--- src/rtl/sync_pkg.sv ---
// Shared constants and the stage decode function for the tick-gated sync pipeline.
// dec() works on a fixed maximum-width vector so any data width up to DecMaxWidth can use it.
package sync_pkg;

  localparam int unsigned DefaultWidth      = 4;
  localparam int unsigned DefaultDivW       = 2;
  localparam int unsigned DefaultResetRatio = 3;
  localparam int unsigned DecMaxWidth       = 64;

  // Bits at or above `width` come back as zero; callers slice off [width-1:0].
  function automatic logic [DecMaxWidth-1:0] dec(input logic [DecMaxWidth-1:0] s,
                                                 input int unsigned             width);
    logic [DecMaxWidth-1:0] o;
    o = '0;
    for (int unsigned i = 0; i < DecMaxWidth; i++) begin
      if (i == 0) begin
        o[i] = s[1] & s[0];
      end else if (i == 1) begin
        o[i] = s[1];
      end else if (i == width - 1) begin
        o[i] = s[i] | s[1];
      end else if (i < width - 1) begin
        o[i] = s[i] & s[1];
      end
    end
    return o;
  endfunction

endpackage

--- src/rtl/tick_divider.sv ---
// Programmable clock-enable divider: pulses slow_tick once every R+1 non-held cycles of fast_clk.
// R is taken live from div_ratio, or from RESET_RATIO while div_bypass is set.
module tick_divider
  import sync_pkg::*;
#(
  parameter int unsigned DIV_W       = DefaultDivW,
  parameter int unsigned RESET_RATIO = DefaultResetRatio
) (
  input  logic             fast_clk,
  input  logic             reset,
  input  logic [DIV_W-1:0] div_ratio,
  input  logic             div_bypass,
  input  logic             hold,
  output logic             slow_tick
);

  logic [DIV_W-1:0] cnt_d, cnt_q;
  logic [DIV_W-1:0] ratio_eff;

  always_comb begin
    ratio_eff = div_bypass ? DIV_W'(RESET_RATIO) : div_ratio;
  end

  // Using >= rather than == lets a ratio lowered below cnt fire on the next cycle instead of
  // running the counter up to wrap-around.
  always_comb begin
    slow_tick = !reset && !hold && (cnt_q >= ratio_eff);
  end

  // cnt never passes 2^DIV_W-1: at that value cnt >= R always holds, so it ticks or is held.
  always_comb begin
    cnt_d = cnt_q;
    if (!hold) begin
      cnt_d = slow_tick ? '0 : cnt_q + DIV_W'(1);
    end
  end

  always_ff @(posedge fast_clk) begin
    if (reset) begin
      cnt_q <= '0;
    end else begin
      cnt_q <= cnt_d;
    end
  end

endmodule

--- src/rtl/sync_divider_pipe.sv ---
// Capture register followed by three tick-gated stages (synch, decode, multiply) with valid
// tracking; everything runs on fast_clk and advances only on slow_tick.
module sync_divider_pipe
  import sync_pkg::*;
#(
  parameter int unsigned WIDTH       = DefaultWidth,
  parameter int unsigned DIV_W       = DefaultDivW,
  parameter int unsigned RESET_RATIO = DefaultResetRatio
) (
  input  logic             fast_clk,
  input  logic             reset,
  input  logic [DIV_W-1:0] div_ratio,
  input  logic             div_bypass,
  input  logic             hold,
  input  logic [WIDTH-1:0] data,
  output logic             slow_tick,
  output logic [WIDTH-1:0] multiply_reg,
  output logic             out_valid
);

  logic [WIDTH-1:0] shift_d, shift_q;
  logic [WIDTH-1:0] synch_d, synch_q;
  logic [WIDTH-1:0] decode_d, decode_q;
  logic [WIDTH-1:0] mult_d, mult_q;
  logic [2:0]       valid_d, valid_q;

  logic [DecMaxWidth-1:0] synch_ext, decode_ext;
  logic [DecMaxWidth-1:0] synch_dec, decode_dec;
  logic                   unused_dec_hi;

  tick_divider #(
    .DIV_W       (DIV_W),
    .RESET_RATIO (RESET_RATIO)
  ) u_tick_divider (
    .fast_clk   (fast_clk),
    .reset      (reset),
    .div_ratio  (div_ratio),
    .div_bypass (div_bypass),
    .hold       (hold),
    .slow_tick  (slow_tick)
  );

  always_comb begin
    synch_ext                = '0;
    synch_ext[WIDTH-1:0]     = synch_q;
    decode_ext               = '0;
    decode_ext[WIDTH-1:0]    = decode_q;
    synch_dec                = dec(synch_ext, WIDTH);
    decode_dec               = dec(decode_ext, WIDTH);
  end

  // Upper decode bits are always zero; fold them away so they do not read as dangling logic.
  assign unused_dec_hi = ^{synch_dec, decode_dec};

  always_comb begin
    shift_d  = data;
    synch_d  = synch_q;
    decode_d = decode_q;
    mult_d   = mult_q;
    valid_d  = valid_q;
    if (slow_tick) begin
      synch_d  = shift_q;
      decode_d = synch_dec[WIDTH-1:0];
      mult_d   = decode_dec[WIDTH-1:0];
      valid_d  = {valid_q[1:0], 1'b1};
    end
  end

  always_ff @(posedge fast_clk) begin
    if (reset) begin
      shift_q  <= '0;
      synch_q  <= '0;
      decode_q <= '0;
      mult_q   <= '0;
      valid_q  <= '0;
    end else begin
      shift_q  <= shift_d;
      synch_q  <= synch_d;
      decode_q <= decode_d;
      mult_q   <= mult_d;
      valid_q  <= valid_d;
    end
  end

  assign multiply_reg = mult_q;
  assign out_valid    = valid_q[2];

endmodule
--- config.mk ---
export PLATFORM = sky130hd
export DESIGN_NAME = sync_divider_pipe
export DESIGN_NICKNAME = d
export VERILOG_FILES = /design/src/rtl/sync_pkg.sv /design/src/rtl/tick_divider.sv /design/src/rtl/sync_divider_pipe.sv
export SDC_FILE = /design/constraint.sdc
export NUM_CORES = 1
export LEC_CHECK = 0
export BUFFER_PORTS_ARGS = -buffer_cell sky130_fd_sc_hd__buf_2
export CAP_MARGIN = 5
export CORE_ASPECT_RATIO = 1.2
export CORE_UTILIZATION = 52
export DETAILED_ROUTE_END_ITERATION = 7
export GPL_TIMING_DRIVEN = 0
export PLACE_DENSITY = 0.78
export SYNTH_ARGS = -nofsm -noshare
export SYNTH_HDL_FRONTEND = slang
export SYNTH_SLANG_ARGS = --single-unit
export TNS_END_PERCENT = 10
--- constraint.sdc ---
create_clock -name fast_clk -period 2.45 [get_ports fast_clk]
set_input_delay 0.245 -clock fast_clk [delete_from_list [all_inputs] [get_ports fast_clk]]
set_output_delay 0.245 -clock fast_clk [all_outputs]
set_load 0.01 [all_outputs]
# --- After elaboration in Yosys (flattened, before gate mapping) ---
# Cells that the tools add are included.
word_totals:
  word_cells: 20
  regBits: 21
  output_inout_bits: 6
classes:
  addsub: 1
  bitwise: 6
  muxes: 2
  n_lt_le_gt_ge: 1
  reduce_logical: 4
op_table:
  columns: ["cell", "count"]
  rows:
  - ["$and A1 B1 Y1", 4]
  - ["$mux W2", 2]
  - ["$add A2 B1 Y2 const B", 1]
  - ["$ge A2 B2 Y1", 1]
  - ["$logic_and A1 B1 Y1", 2]
  - ["$logic_not A1 Y1", 2]
  - ["$or A1 B1 Y1", 2]

# --- Longest topological paths before layout ---
logic_depth:
  word_depth: 4
  depth_mapped: 7
  depth_no_buf: 5

# --- Modules after synthesis ---
# From an unflattened synthesis, not the netlist that was laid out.
hier_totals:
  hier_cells: 80
  hier_area_um2: 818.3
modules_own_cells:
  columns: ["module", "seq_area_each_um2", "cells_per_inst", "area_each_um2", "instances"]
  rows:
  - ["sync_divider_pipe", 380.4, 63, 663.1, 1]
  - ["tick_divider", 40.0, 17, 155.1, 1]

# --- Least setup slack after synthesis ---
# OpenSTA, ideal clock, no wires.
synth_timing:
  path_kind: "input-to-reg"
  start: "in div_bypass"
  end: "reg synch_q[2]"
  arrival_ns: 1.891
  setup_slack_ns: 0.437
  t_required_ns: 2.329
  setup_time_ns: 0.121
  stages: 7
  path_cell_list: "or2_2 > ha_1 > nor3b_1 > or4_1 > buf_6 > buf_12 > mux2_4"
synth_between:
  elab_chain_len: 3
synth_rtl:
  columns: ["item", "line_no", "text"]
  rows:
  - ["start: declaration", "sync_divider_pipe.sv:13", "input logic div_bypass,"]
  - ["$mux W2", "tick_divider.sv:21", "ratio_eff = div_bypass ? DIV_W'(RESET_RATIO) : div_ratio;"]
  - ["$ge A2 B2 Y1", "tick_divider.sv:27", "slow_tick = !reset && !hold && (cnt_q >= ratio_eff);"]
  - ["$logic_and A1 B1 Y1", "tick_divider.sv:27", null]
  - ["end signal: assignment", "sync_divider_pipe.sv:78", "synch_q <= synch_d;"]
  - ["end: declaration", "sync_divider_pipe.sv:22", "logic [WIDTH-1:0] synch_d, synch_q;"]
# No other way between the ends.
# A chain may end at the register's enable or synchronous reset.

# --- Worst setup path after layout ---
layout_timing:
  start: "reg u_tick_divider.cnt_q[0]"
  end: "out slow_tick"
layout_between:
  elab_chain_len: 2
layout_rtl:
  columns: ["item", "line_no", "text"]
  rows:
  - ["start: declaration", "tick_divider.sv:17", "logic [DIV_W-1:0] cnt_d, cnt_q;"]
  - ["start signal: assignment", "tick_divider.sv:42", "cnt_q <= cnt_d;"]
  - ["$ge A2 B2 Y1", "tick_divider.sv:27", null]
  - ["$logic_and A1 B1 Y1", "tick_divider.sv:27", null]
  - ["end: declaration", "sync_divider_pipe.sv:16", "output logic slow_tick,"]
# No other way between the ends.

==> run metrics <==
run status=finished, final reports clean; Clock power frac=roughly 28%; final slew viol count=0; cell taking the most area after synthesis=dfxtp_1; total wire length=between 1000 and 1500 um; clock latency on the worst-skew pair=approximately 0.30 ns; post-synthesis cell type count=22; number of global-route vias before repair=between 500 and 600; vias per cell=around 4.8; first-pass GRT wire length=roughly 2100 um; Netlist Area Pre-Place=between 800 and 900 sq um; Clock Root Buffer=clkbuf_4; hold buffer count at CTS=0; worst clock skew=0.00298 ns; max-capacitance violation count=0; Die H=about 47 um; Crit Path Category=reg -> out; power per cell area=about 580 nW/um^2; Worst Setup End Kind=output pin; RSZ-0062 raised after global routing=false; largest net degree at the start of global routing=13; Fin Hold WS=~0.14 ns; Post-DRT Antenna Nets=0; main area contributors after synthesis=dfxtp_1 48%, nor2b_1 8.5%, mux2i_1 7.9%; Placer Congestion=between 0.6 and 0.7; Hold Vio Cnt, Final=0; setup TNS=0 ns; #FFs+latches synth=21; Fillers=~130; Switching Share=23.7%; Synth Area in Compound Gates=3.97%; xor/xnor share of the synthesized area=0%; initial drt markers=4; clk sinks=21; ratio of cells with drive above 1 in the final layout=27.6%; Post-synth EDFFs=0; Adder-Cell Fraction of Synth Area=~2.8%; crit path max fanout=10; combinational power share=roughly a tenth; PostCTS Resize Cnt=0; Layout area overhead=14.0%; core footprint=between 1500 and 2000 sq um; routed via count=slightly below 600; final net count=roughly 120; WL/cell=10.3 um; syn nets=just under 100; worst-margin pin slew=approximately 0.4 ns; FMAX=between 0.4 and 0.5 GHz; sequential area share after synthesis=47.7%; CP Launch Type=register; die width=~40 um; most frequent cells after synthesis=21 x dfxtp_1, 12 x nor2b_1, 7 x mux2i_1, 7 x nand2b_1; Synth Warn #=0; synthesized area per cell=approximately 10 sq um; Remaining Overflow, GRT=0; clock buffer count from CTS=3; GRT Overall Usage=roughly 17%; Simple-Gate Fraction of Synth Area=a little over a fifth; final setup violation count=0; min cycle time layout=roughly 2.3 ns; Worst EP required=about 2.2 ns; Yosys top cell area share=a little under half; post-route DRC violation count=0; P_sw=138 uW; top-count cell post-synth=dfxtp_1; row count=15; crit share post-route=~94%; I/O pin cnt=16; Hold Crit Class=in -> reg; Leak=between 0.4 and 0.5 nW; CTS tree=done; # Post-CTS Setup Buffers=0; slew margin rel.=73.9%; H-Tree Depth=1; Gate Count Post-Synth=86; post-synthesis mux area share=about 17%; largest family of logic cells by synthesized area=simple AND/OR/NAND/NOR gates; clk slew on worst S/H paths=around 0.11 ns; ant diodes=0; Bufs on Longest Clock Path=2; initial antenna violation count=0; Most used DFF post-synth=dfxtp_1; DP HPWL=919 um; Async SR Flop Fraction=0%; maximum VDD drop=~0.00032 V; initial core utilization=approximately three fifths; crit path DAT=~2 ns; port bufs=15; sequential fraction of design power=61.2%; drt first pass iters=2; cell internal pwr=446 uW; die footprint=~1900 sq um
==> power by group through the flow <==
stage / Sequential (mW) / Clock, mW / Combinational, mW
after floorplan: 0.365 / 0 / 0.0462
after global placement: 0.366 / 0 / 0.0605
after detailed placement: 0.366 / 0 / 0.0631
after CTS: 0.358 / 0.172 / 0.0633
after global routing: 0.360 / 0.180 / 0.0711
final: 0.358 / 0.164 / 0.0625
==> placed cells by master (no fill, tap or decap) <==
| cell type | Yosys | layout |
|---|---|---|
| a21oi_1 | 1 | 1 |
| clkbuf_4 | 0 | 3 |
| mux2i_1 | 7 | 7 |
| nor3_1 | 1 | 1 |
| inv_1 | 5 | 5 |
| buf_12 | 1 | 1 |
| buf_6 | 1 | 1 |
| clkinv_2 | 0 | 1 |
| nand2b_1 | 7 | 7 |
| clkbuf_1 | 2 | 2 |
| nor3b_1 | 1 | 1 |
| dfxtp_1 | 21 | 21 |
| o21ai_0 | 3 | 3 |
| buf_2 | 0 | 15 |
| nand2_1 | 6 | 6 |
| mux2_4 | 1 | 1 |
| or4_1 | 1 | 1 |
| ha_1 | 2 | 2 |
| or2_2 | 1 | 1 |
| mux2_2 | 6 | 6 |
| o2111ai_1 | 1 | 1 |
| nor2_1 | 4 | 4 |
| nor2b_1 | 12 | 12 |
| nor4b_1 | 1 | 1 |
| a31oi_1 | 1 | 1 |
==> critical path, stage by stage (launching register included) <==
cell and delay, ns:
dfxtp_1 0.38, inv_1 0.08, ha_1 0.29, nor3b_1 0.05
or4_1 0.49, buf_6 0.16, buf_12 0.14, inv_1 0.05
buf_2 0.11
==> logic make-up after synthesis <==
family | Yosys count
and+or+nand+nor | 34
muxes | 14
DFF | 21
adders and majority gates | 2
AOI/OAI and AO/OA | 6
buffers and inverters | 9
==> routing by layer <==
layer / global-route usage, % / wire length [um]
met3: 2.84 / 31
met1: 19.5 / 609
met2: 28.9 / 589
met5: 0 / 0
met4: 8.28 / 21
==> worst paths after layout <==
path | from | to | slack, ns | depth (start not counted)
setup / recovery | u_tick_divider.cnt_q[0]$_SDFFE_PP0N_ | slow_tick | 0.16 | 8
hold / removal | data[1] | shift_q[1]$_SDFF_PP0_ | 0.14 | 2
setup reg to reg | u_tick_divider.cnt_q[0]$_SDFFE_PP0N_ | synch_q[2]$_SDFFE_PP0P_ | 0.47 | 7
hold reg to reg | shift_q[1]$_SDFF_PP0_ | synch_q[1]$_SDFFE_PP0P_ | 0.47 | 1
==> area by class of cell <==
type	instances	area [sq um]	share of cell area, %
tap	17	21.3	2.11
timing repair buffer	15	75.1	7.46
inverter	5	18.8	1.87
buffer	4	38.8	3.86
clock buffer	3	22.5	2.24
sequential	21	420	41.8
multi-input combinational	56	404	40.2
clock inverter	1	5.00	0.498
==> metrics by stage <==
| stage | std cells | power, mW | worst slack (ns) | utilization, % | cell area (sq um) |
|---|---|---|---|---|---|
| 4_1_cts | 122 | 0.593 | 0.140 | 67.0 | 1010 |
| 2_1_floorplan | 86 | 0.411 | 0.437 | - | 882 |
| 3_3_place_gp | 118 | 0.426 | 0.293 | 65.2 | 978 |
| 3_5_place_dp | 118 | 0.429 | 0.263 | 65.2 | 978 |
| 6_report | 122 | 0.585 | 0.155 | 67.0 | 1010 |
| 5_1_grt | 122 | 0.611 | 0.0240 | 67.0 | 1010 |
No activity file was read; power rests on OpenSTA's default activity.
